--- config.mk ---
export PLATFORM = sky130hd
export DESIGN_NAME = fpmult_norm_sched
export DESIGN_NICKNAME = d
export VERILOG_FILES = /design/src/rtl/fpmult_norm_sched_pkg.sv /design/src/rtl/fpmult_norm_stage.sv /design/src/rtl/fpmult_norm_sched.sv
export SDC_FILE = /design/constraint.sdc
export NUM_CORES = 1
export LEC_CHECK = 0
export ABC_CLOCK_PERIOD_IN_PS = 2000
export BUFFER_PORTS_ARGS = -buffer_cell sky130_fd_sc_hd__buf_2
export CAP_MARGIN = 20
export CORE_MARGIN = 10
export CORE_UTILIZATION = 47
export CTS_BUF_LIST = sky130_fd_sc_hd__clkbuf_4
export DETAILED_ROUTE_END_ITERATION = 10
export PLACE_DENSITY_LB_ADDON = 0.2
export SETUP_SLACK_MARGIN = 0.05
export SYNTH_ARGS = -nofsm -noshare
export SYNTH_HDL_FRONTEND = slang
export SYNTH_HIERARCHICAL = 1
export SYNTH_SLANG_ARGS = --single-unit
export TNS_END_PERCENT = 1
--- constraint.sdc ---
create_clock -name clk -period 2 [get_ports clk]
set_clock_uncertainty 0.05 [all_clocks]
set_input_delay 0.4 -clock clk [delete_from_list [all_inputs] [get_ports clk]]
set_output_delay 0.4 -clock clk [all_outputs]
set_load 0.05 [all_outputs]
--- src/rtl/fpmult_norm_sched_pkg.sv ---
// Shared constants and types for the FP multiplier normalize/round scheduler.
// Latency: n/a (declarations only).
// Backpressure: n/a (declarations only).
//
// Holds the datapath widths, the overflow exponent code, the normalized-field
// struct passed from stage 1 to stage 2, and the overflow test helper.
package fpmult_norm_sched_pkg;

  localparam int M_W    = 48;   // raw 24x24 significand product
  localparam int E_W    = 9;    // biased exponent sum, one guard bit above 8
  localparam int FRAC_W = 23;   // stored single-precision fraction
  localparam int Z_W    = 32;   // packed single-precision result

  localparam logic [7:0] EXP_OVF = 8'hFF;

  // Normalized fields before rounding: fraction, exponent, guard/round/sticky.
  typedef struct packed {
    logic [FRAC_W-1:0] m;
    logic [E_W-1:0]    e;
    logic              g;
    logic              r;
    logic              s;
  } norm_t;

  // Exponent 255 and anything with bit 8 set cannot be encoded as a finite
  // single-precision value.
  function automatic logic is_ovf(input logic [E_W-1:0] e);
    return e[E_W-1] | (e[7:0] == EXP_OVF);
  endfunction

endpackage

--- src/rtl/fpmult_norm_stage.sv ---
// Combinational normalize of a 48-bit significand product into 23-bit fraction + GRS.
// Latency: 0 cycles (pure combinational).
// Backpressure: none; the caller decides when the result is captured.
//
// Ports:
//   m    - raw 24x24 significand product
//   e    - biased exponent sum before normalization
//   norm - normalized fraction, adjusted exponent, guard/round/sticky bits
module fpmult_norm_stage
  import fpmult_norm_sched_pkg::*;
(
  input  logic [M_W-1:0] m,
  input  logic [E_W-1:0] e,
  output norm_t          norm
);

  always_comb begin
    norm = '0;
    if (m[M_W-1]) begin
      // Product in [2,4): the hidden one sits at bit 47, shift one extra place.
      norm.m = m[46:24];
      norm.e = e + 9'd1;
      norm.g = m[23];
      norm.r = m[22];
      norm.s = |m[21:0];
    end else begin
      // Product in [1,2): hidden one at bit 46.
      norm.m = m[45:23];
      norm.e = e;
      norm.g = m[22];
      norm.r = m[21];
      norm.s = |m[20:0];
    end
  end

endmodule

--- src/rtl/fpmult_norm_sched.sv ---
// Two-requester round-robin front end sharing one normalize/round/pack pipeline.
// Latency: 2 cycles from accepted operand to out_valid; throughput 1 per cycle.
// Backpressure: out_valid & !out_ready freezes both stages and drops both in*_ready.
//
// Ports:
//   clk, rst                      - single clock, synchronous active-high reset
//   in{0,1}_valid / in{0,1}_ready - per-requester handshake
//   in{0,1}_m/_e/_s/_tag          - product, exponent sum, sign, opaque tag
//   out_valid / out_ready         - result handshake
//   out_z/_ovf/_id/_tag           - packed result, overflow flag, winner, tag
//
// Build option: define FPMULT_SCHED_RNE_EN for round-to-nearest-even;
// otherwise the fraction is truncated (no carry path, same latency).
module fpmult_norm_sched
  import fpmult_norm_sched_pkg::*;
#(
  parameter int TAG_W = 4
) (
  input  logic             clk,
  input  logic             rst,

  input  logic             in0_valid,
  output logic             in0_ready,
  input  logic [M_W-1:0]   in0_m,
  input  logic [E_W-1:0]   in0_e,
  input  logic             in0_s,
  input  logic [TAG_W-1:0] in0_tag,

  input  logic             in1_valid,
  output logic             in1_ready,
  input  logic [M_W-1:0]   in1_m,
  input  logic [E_W-1:0]   in1_e,
  input  logic             in1_s,
  input  logic [TAG_W-1:0] in1_tag,

  output logic             out_valid,
  input  logic             out_ready,
  output logic [Z_W-1:0]   out_z,
  output logic             out_ovf,
  output logic             out_id,
  output logic [TAG_W-1:0] out_tag
);

  // ---------------------------------------------------------------------------
  // State
  // ---------------------------------------------------------------------------
  logic             rr_last_q,  rr_last_d;   // port granted on the last transfer

  logic             s1_vld_q,   s1_vld_d;
  norm_t            s1_norm_q,  s1_norm_d;
  logic             s1_sign_q,  s1_sign_d;
  logic             s1_id_q,    s1_id_d;
  logic [TAG_W-1:0] s1_tag_q,   s1_tag_d;

  logic             out_valid_q, out_valid_d;
  logic [Z_W-1:0]   out_z_q,     out_z_d;
  logic             out_ovf_q,   out_ovf_d;
  logic             out_id_q,    out_id_d;
  logic [TAG_W-1:0] out_tag_q,   out_tag_d;

  // ---------------------------------------------------------------------------
  // Arbitration and input selection
  // ---------------------------------------------------------------------------
  logic             pipe_adv;
  logic             gnt_id;
  logic             acc;
  logic [M_W-1:0]   sel_m;
  logic [E_W-1:0]   sel_e;
  logic             sel_s;
  logic [TAG_W-1:0] sel_tag;
  norm_t            sel_norm;

  always_comb begin
    // The whole pipe moves as one; a held output blocks everything upstream,
    // even an empty stage 1, so a stalled consumer sees no new acceptances.
    pipe_adv = !out_valid_q || out_ready;

    gnt_id = 1'b0;
    if (in0_valid && in1_valid) begin
      gnt_id = ~rr_last_q;
    end else if (in1_valid) begin
      gnt_id = 1'b1;
    end

    in0_ready = !rst && pipe_adv && in0_valid && !gnt_id;
    in1_ready = !rst && pipe_adv && in1_valid &&  gnt_id;
    acc       = in0_ready || in1_ready;

    rr_last_d = acc ? gnt_id : rr_last_q;

    sel_m   = gnt_id ? in1_m   : in0_m;
    sel_e   = gnt_id ? in1_e   : in0_e;
    sel_s   = gnt_id ? in1_s   : in0_s;
    sel_tag = gnt_id ? in1_tag : in0_tag;
  end

  fpmult_norm_stage u_norm (
    .m    (sel_m),
    .e    (sel_e),
    .norm (sel_norm)
  );

  // ---------------------------------------------------------------------------
  // Stage 1: normalized fields
  // ---------------------------------------------------------------------------
  always_comb begin
    s1_vld_d  = s1_vld_q;
    s1_norm_d = s1_norm_q;
    s1_sign_d = s1_sign_q;
    s1_id_d   = s1_id_q;
    s1_tag_d  = s1_tag_q;
    if (pipe_adv) begin
      s1_vld_d = acc;
      if (acc) begin
        s1_norm_d = sel_norm;
        s1_sign_d = sel_s;
        s1_id_d   = gnt_id;
        s1_tag_d  = sel_tag;
      end
    end
  end

  // ---------------------------------------------------------------------------
  // Stage 2: round, overflow check, pack
  // ---------------------------------------------------------------------------
  logic [FRAC_W-1:0] frac_rnd;
  logic [E_W-1:0]    exp_rnd;
  logic              ovf_rnd;
  logic [Z_W-1:0]    z_rnd;

`ifdef FPMULT_SCHED_RNE_EN
  logic rnd_inc;
  logic rnd_carry;

  always_comb begin
    rnd_inc = s1_norm_q.g & (s1_norm_q.r | s1_norm_q.s | s1_norm_q.m[0]);
    // A fraction of all ones rolls over to zero; the carry bumps the exponent.
    {rnd_carry, frac_rnd} = {1'b0, s1_norm_q.m} + {{FRAC_W{1'b0}}, rnd_inc};
    exp_rnd = s1_norm_q.e + {{(E_W-1){1'b0}}, rnd_carry};
  end
`else
  logic unused_grs;
  assign unused_grs = ^{s1_norm_q.g, s1_norm_q.r, s1_norm_q.s};

  always_comb begin
    frac_rnd = s1_norm_q.m;
    exp_rnd  = s1_norm_q.e;
  end
`endif

  always_comb begin
    ovf_rnd = is_ovf(exp_rnd);
    if (ovf_rnd) begin
      z_rnd = {s1_sign_q, EXP_OVF, {FRAC_W{1'b0}}};
    end else begin
      z_rnd = {s1_sign_q, exp_rnd[7:0], frac_rnd};
    end
  end

  always_comb begin
    out_valid_d = out_valid_q;
    out_z_d     = out_z_q;
    out_ovf_d   = out_ovf_q;
    out_id_d    = out_id_q;
    out_tag_d   = out_tag_q;
    if (pipe_adv) begin
      out_valid_d = s1_vld_q;
      if (s1_vld_q) begin
        out_z_d   = z_rnd;
        out_ovf_d = ovf_rnd;
        out_id_d  = s1_id_q;
        out_tag_d = s1_tag_q;
      end
    end
  end

  // ---------------------------------------------------------------------------
  // Registers
  // ---------------------------------------------------------------------------
  always_ff @(posedge clk) begin
    if (rst) begin
      // Pointer says port 1 went last, so port 0 wins the first tie.
      rr_last_q   <= 1'b1;
      s1_vld_q    <= 1'b0;
      s1_norm_q   <= '0;
      s1_sign_q   <= 1'b0;
      s1_id_q     <= 1'b0;
      s1_tag_q    <= '0;
      out_valid_q <= 1'b0;
      out_z_q     <= '0;
      out_ovf_q   <= 1'b0;
      out_id_q    <= 1'b0;
      out_tag_q   <= '0;
    end else begin
      rr_last_q   <= rr_last_d;
      s1_vld_q    <= s1_vld_d;
      s1_norm_q   <= s1_norm_d;
      s1_sign_q   <= s1_sign_d;
      s1_id_q     <= s1_id_d;
      s1_tag_q    <= s1_tag_d;
      out_valid_q <= out_valid_d;
      out_z_q     <= out_z_d;
      out_ovf_q   <= out_ovf_d;
      out_id_q    <= out_id_d;
      out_tag_q   <= out_tag_d;
    end
  end

  assign out_valid = out_valid_q;
  assign out_z     = out_z_q;
  assign out_ovf   = out_ovf_q;
  assign out_id    = out_id_q;
  assign out_tag   = out_tag_q;

endmodule

* Yosys cells after proc, flatten, opt, wreduce, memory -nomap -nowiden *
Cells that the tools add are included.

word-level totals
  flip-flop bits (word level) = 79
  output and inout bits = 41

cells by class
  $add $sub $neg = 1
  equal/unequal tests = 1
  mux-type cells = 8
  bitwise gates (word level) = 2
  reductions and logical operators = 15

operator list
  kind                   number
  $mux W48               1
  $mux W35               1
  $mux W31               1
  $reduce_or A22 Y1      1
  $reduce_or A21 Y1      1
  $add A9 B1 Y9 const B  1
  $mux W9                1
  $eq A8 B8 Y1 const B   1
  $logic_and A1 B1 Y1    6
  $mux W4                1
  $reduce_and A2 Y1      2
  $logic_not A1 Y1       3
  $mux W1                3
  $logic_or A1 B1 Y1     2
  $not A1 Y1             1
  $or A1 B1 Y1           1

* Longest topological paths before layout *
  depth in word-level cells = 7
  mapped depth = 11
  depth with buffers taken out = 9

* Hierarchy *
Netlist, hierarchy kept.

by module, submodules not included
  module             instances  cells each  area each (µm²)  seq. area each (µm²)
  fpmult_norm_sched  1          564         4100.2           1581.5
  fpmult_norm_stage  1          56          520.5            0.0

* Worst setup path before layout *
Ideal clock, no wire load.

  path type = reg-to-output
  from = reg out_valid_q, in the netlist out_valid
  to = out in0_ready
  data arrival time = 2464 ps
  data required time = 1550 ps
  setup slack = -914 ps
  cell stages (with the launch flop) = 5
  path buffers = 2
  cell sequence = dfxtp_1 > nor2b_1 > buf_2 > clkbuf_1 > nor4_1

on the way
  cells in the longest elaborated chain, start to end = 5

ends and longest elaborated chain
  what                               RTL line                  text
  start: declaration                 fpmult_norm_sched.sv:55   logic out_valid_q, out_valid_d;
  start signal: assignment           fpmult_norm_sched.sv:201  out_valid_q <= out_valid_d;
  $logic_not A1 Y1                   fpmult_norm_sched.sv:76   pipe_adv = !out_valid_q || out_ready;
  $logic_or A1 B1 Y1                 fpmult_norm_sched.sv:76
  $logic_and A1 B1 Y1 (3 in series)  fpmult_norm_sched.sv:85   in0_ready = !rst && pipe_adv && in0_valid && !gnt_id;
  end: declaration                   fpmult_norm_sched.sv:23   output logic in0_ready,

Every way passes these cells.

* Final worst setup path *
Same ends and word-level chain as after synthesis.

==> metrics.txt <==
status=complete, no violations; most frequent cells in the layout=121 x buf_2, 116 x nand2_1, 77 x dfxtp_1; clock latency reported for the late side of the worst-skew pair=0.44 ns; # nets final=783; Post-Synthesis Cells=540; cell breakdown of the critical path=nor2b_4, nor4_4, buf_6; crit share post-route=97.5%; share of cells above drive strength 1=36.2%; max-slew violation count=0; row count=34; commonest non-fill, non-tap cell in the layout=buf_2; CTS tree=yes; hold path cells=3; largest net degree at the start of global routing=52; Placer Congestion=0.851; Leak Pwr=0.00236 uW; root buffer cell=clkbuf_4; headroom to the max-slew limit=61.1%; syn_area_per_cell=7.89 um^2; RSZ-0062 raised after global routing=true; Post-Route WL=12300 um; full die area=13300 um^2; Hold WC Path Type=in -> reg; CTS Buffer Depth=2; H-tree depth=3; TritonRoute pass-1 iters=6; Iter 0 DRT Violations=273; Tot GR Track Use=18.6%; vias in the first global route=4172; diode count=0; WS Path Type=reg -> out; required time of the critical path=1.55 ns; Yosys warnings=6; clock period minus worst slack=1.95 ns; worst-margin pin slew=0.581 ns; R2R cell count=10; post-route total power=3820 uW; Core Region=8760 um^2; pwr dens=710 nW/um^2; Crit Path Max Fanout=11; storage element area=1590 um^2; multi-input logic area=2310 um^2; Worst Setup End Kind=output pin; Max Fclk=513 MHz; Hold Buf Count CTS=0; Via Count=4153; Post-Syn Nets=670; clk sink count=79; die height=115 um; Final Hold Vio Count=0; DR WL/cell=16.1 um; drc violations=0; Clk pin slew, worst setup/hold paths=0.13 ns; fillers=804; dpl hpwl=8710 um; input/output buffers=123; crit path DAT=1.50 ns; Min Hold Slack=0.178 ns; peak supply drop=296 uV; startpoint class of the critical path=flip-flop; remaining antenna violation count after routing=0; mapped cell area=4260 um^2; chip width=115 um; CTS Buf Count=9; final setup fails=0; max cap viols=0; grt ovf=0; Vias/cell=5.42; I/O Pins=170; first-pass GRT wire length=20400 um; CP max stage cell=dfxtp_4; initial antenna violation count=1; Area growth syn-to-layout=26.3%; crit-path max cell delay=0.37 ns; initial core utilization=48.6%
==> area by class of cell <==
cell class / instances / share of cell area, %
multi-input cells: 354 / 43.0
inverters: 49 / 3.42
well taps: 108 / 2.51
clock buffers: 11 / 1.53
repair buffers: 160 / 18.0
clock inverters: 5 / 1.98
flip-flops and latches: 79 / 29.5
==> registers in the layout, indices dropped and copies added (netlist names) <==
register,flops
s1_sign_q,1
out_ovf,1
out_tag,4
frac_rnd,23
out_id,1
out_valid,1
s1_id_q,1
rr_last_q,1
out_z,32
s1_vld_q,1
exp_rnd,9
s1_tag_q,4
==> per-layer routing <==
metal	share of wire (%)	vias up	routed length (um)	global-route usage, %
met5	0.057	-	7	0
met4	2.1	2	260	6.77
met1	44	1851	5420	23.3
li1	-	2120	-	-
met2	44	155	5440	28.3
met3	9.5	25	1170	7.08
==> worst max-delay path: cells and delay by family (launching register included) <==
kind,cells,cell delay [ns]
buffers and inverters,1,0.20
AND/OR/NAND/NOR,2,0.48
flip-flops,1,0.37
==> power breakdown <==
part           internal [uW]  switching, uW
Clock                    663            567
Combinational            368            508
Sequential              1660           53.3
Total                   2690           1130
==> final timing paths <==
path / startpoint / to / slack (ns)
worst min register to register: out_z[2] / out_z[2] / 0.41
worst max register to register: rr_last_q / exp_rnd[8] / 0.12
worst max-delay path: out_valid / in0_ready / 0.05
worst min-delay path: in0_tag[3] / s1_tag_q[3] / 0.18
==> stage by stage <==
step                      util [%]  setup slack, ns  std cells  setup TNS, ns  instance area (um^2)
final                         61.4           0.0508        766              0                  5380
after global placement        58.1          -0.0588        747         -0.511                  5090
after global routing          61.4          -0.0197        766        -0.0351                  5380
after floorplan                  -          0.00709        540              0                  4300
after detailed placement      58.1           -0.133        747         -0.564                  5090
after CTS                     61.2           0.0311        766              0                  5370
==> timing repair <==
action	in CTS	in global routing
gates cloned	1	0
hold endpoints to repair	0	0
pin swaps	5	5
setup buffers	2	0
resized for setup	12	5
setup endpoints to repair	3	29
(Power assumes the default switching activity.)
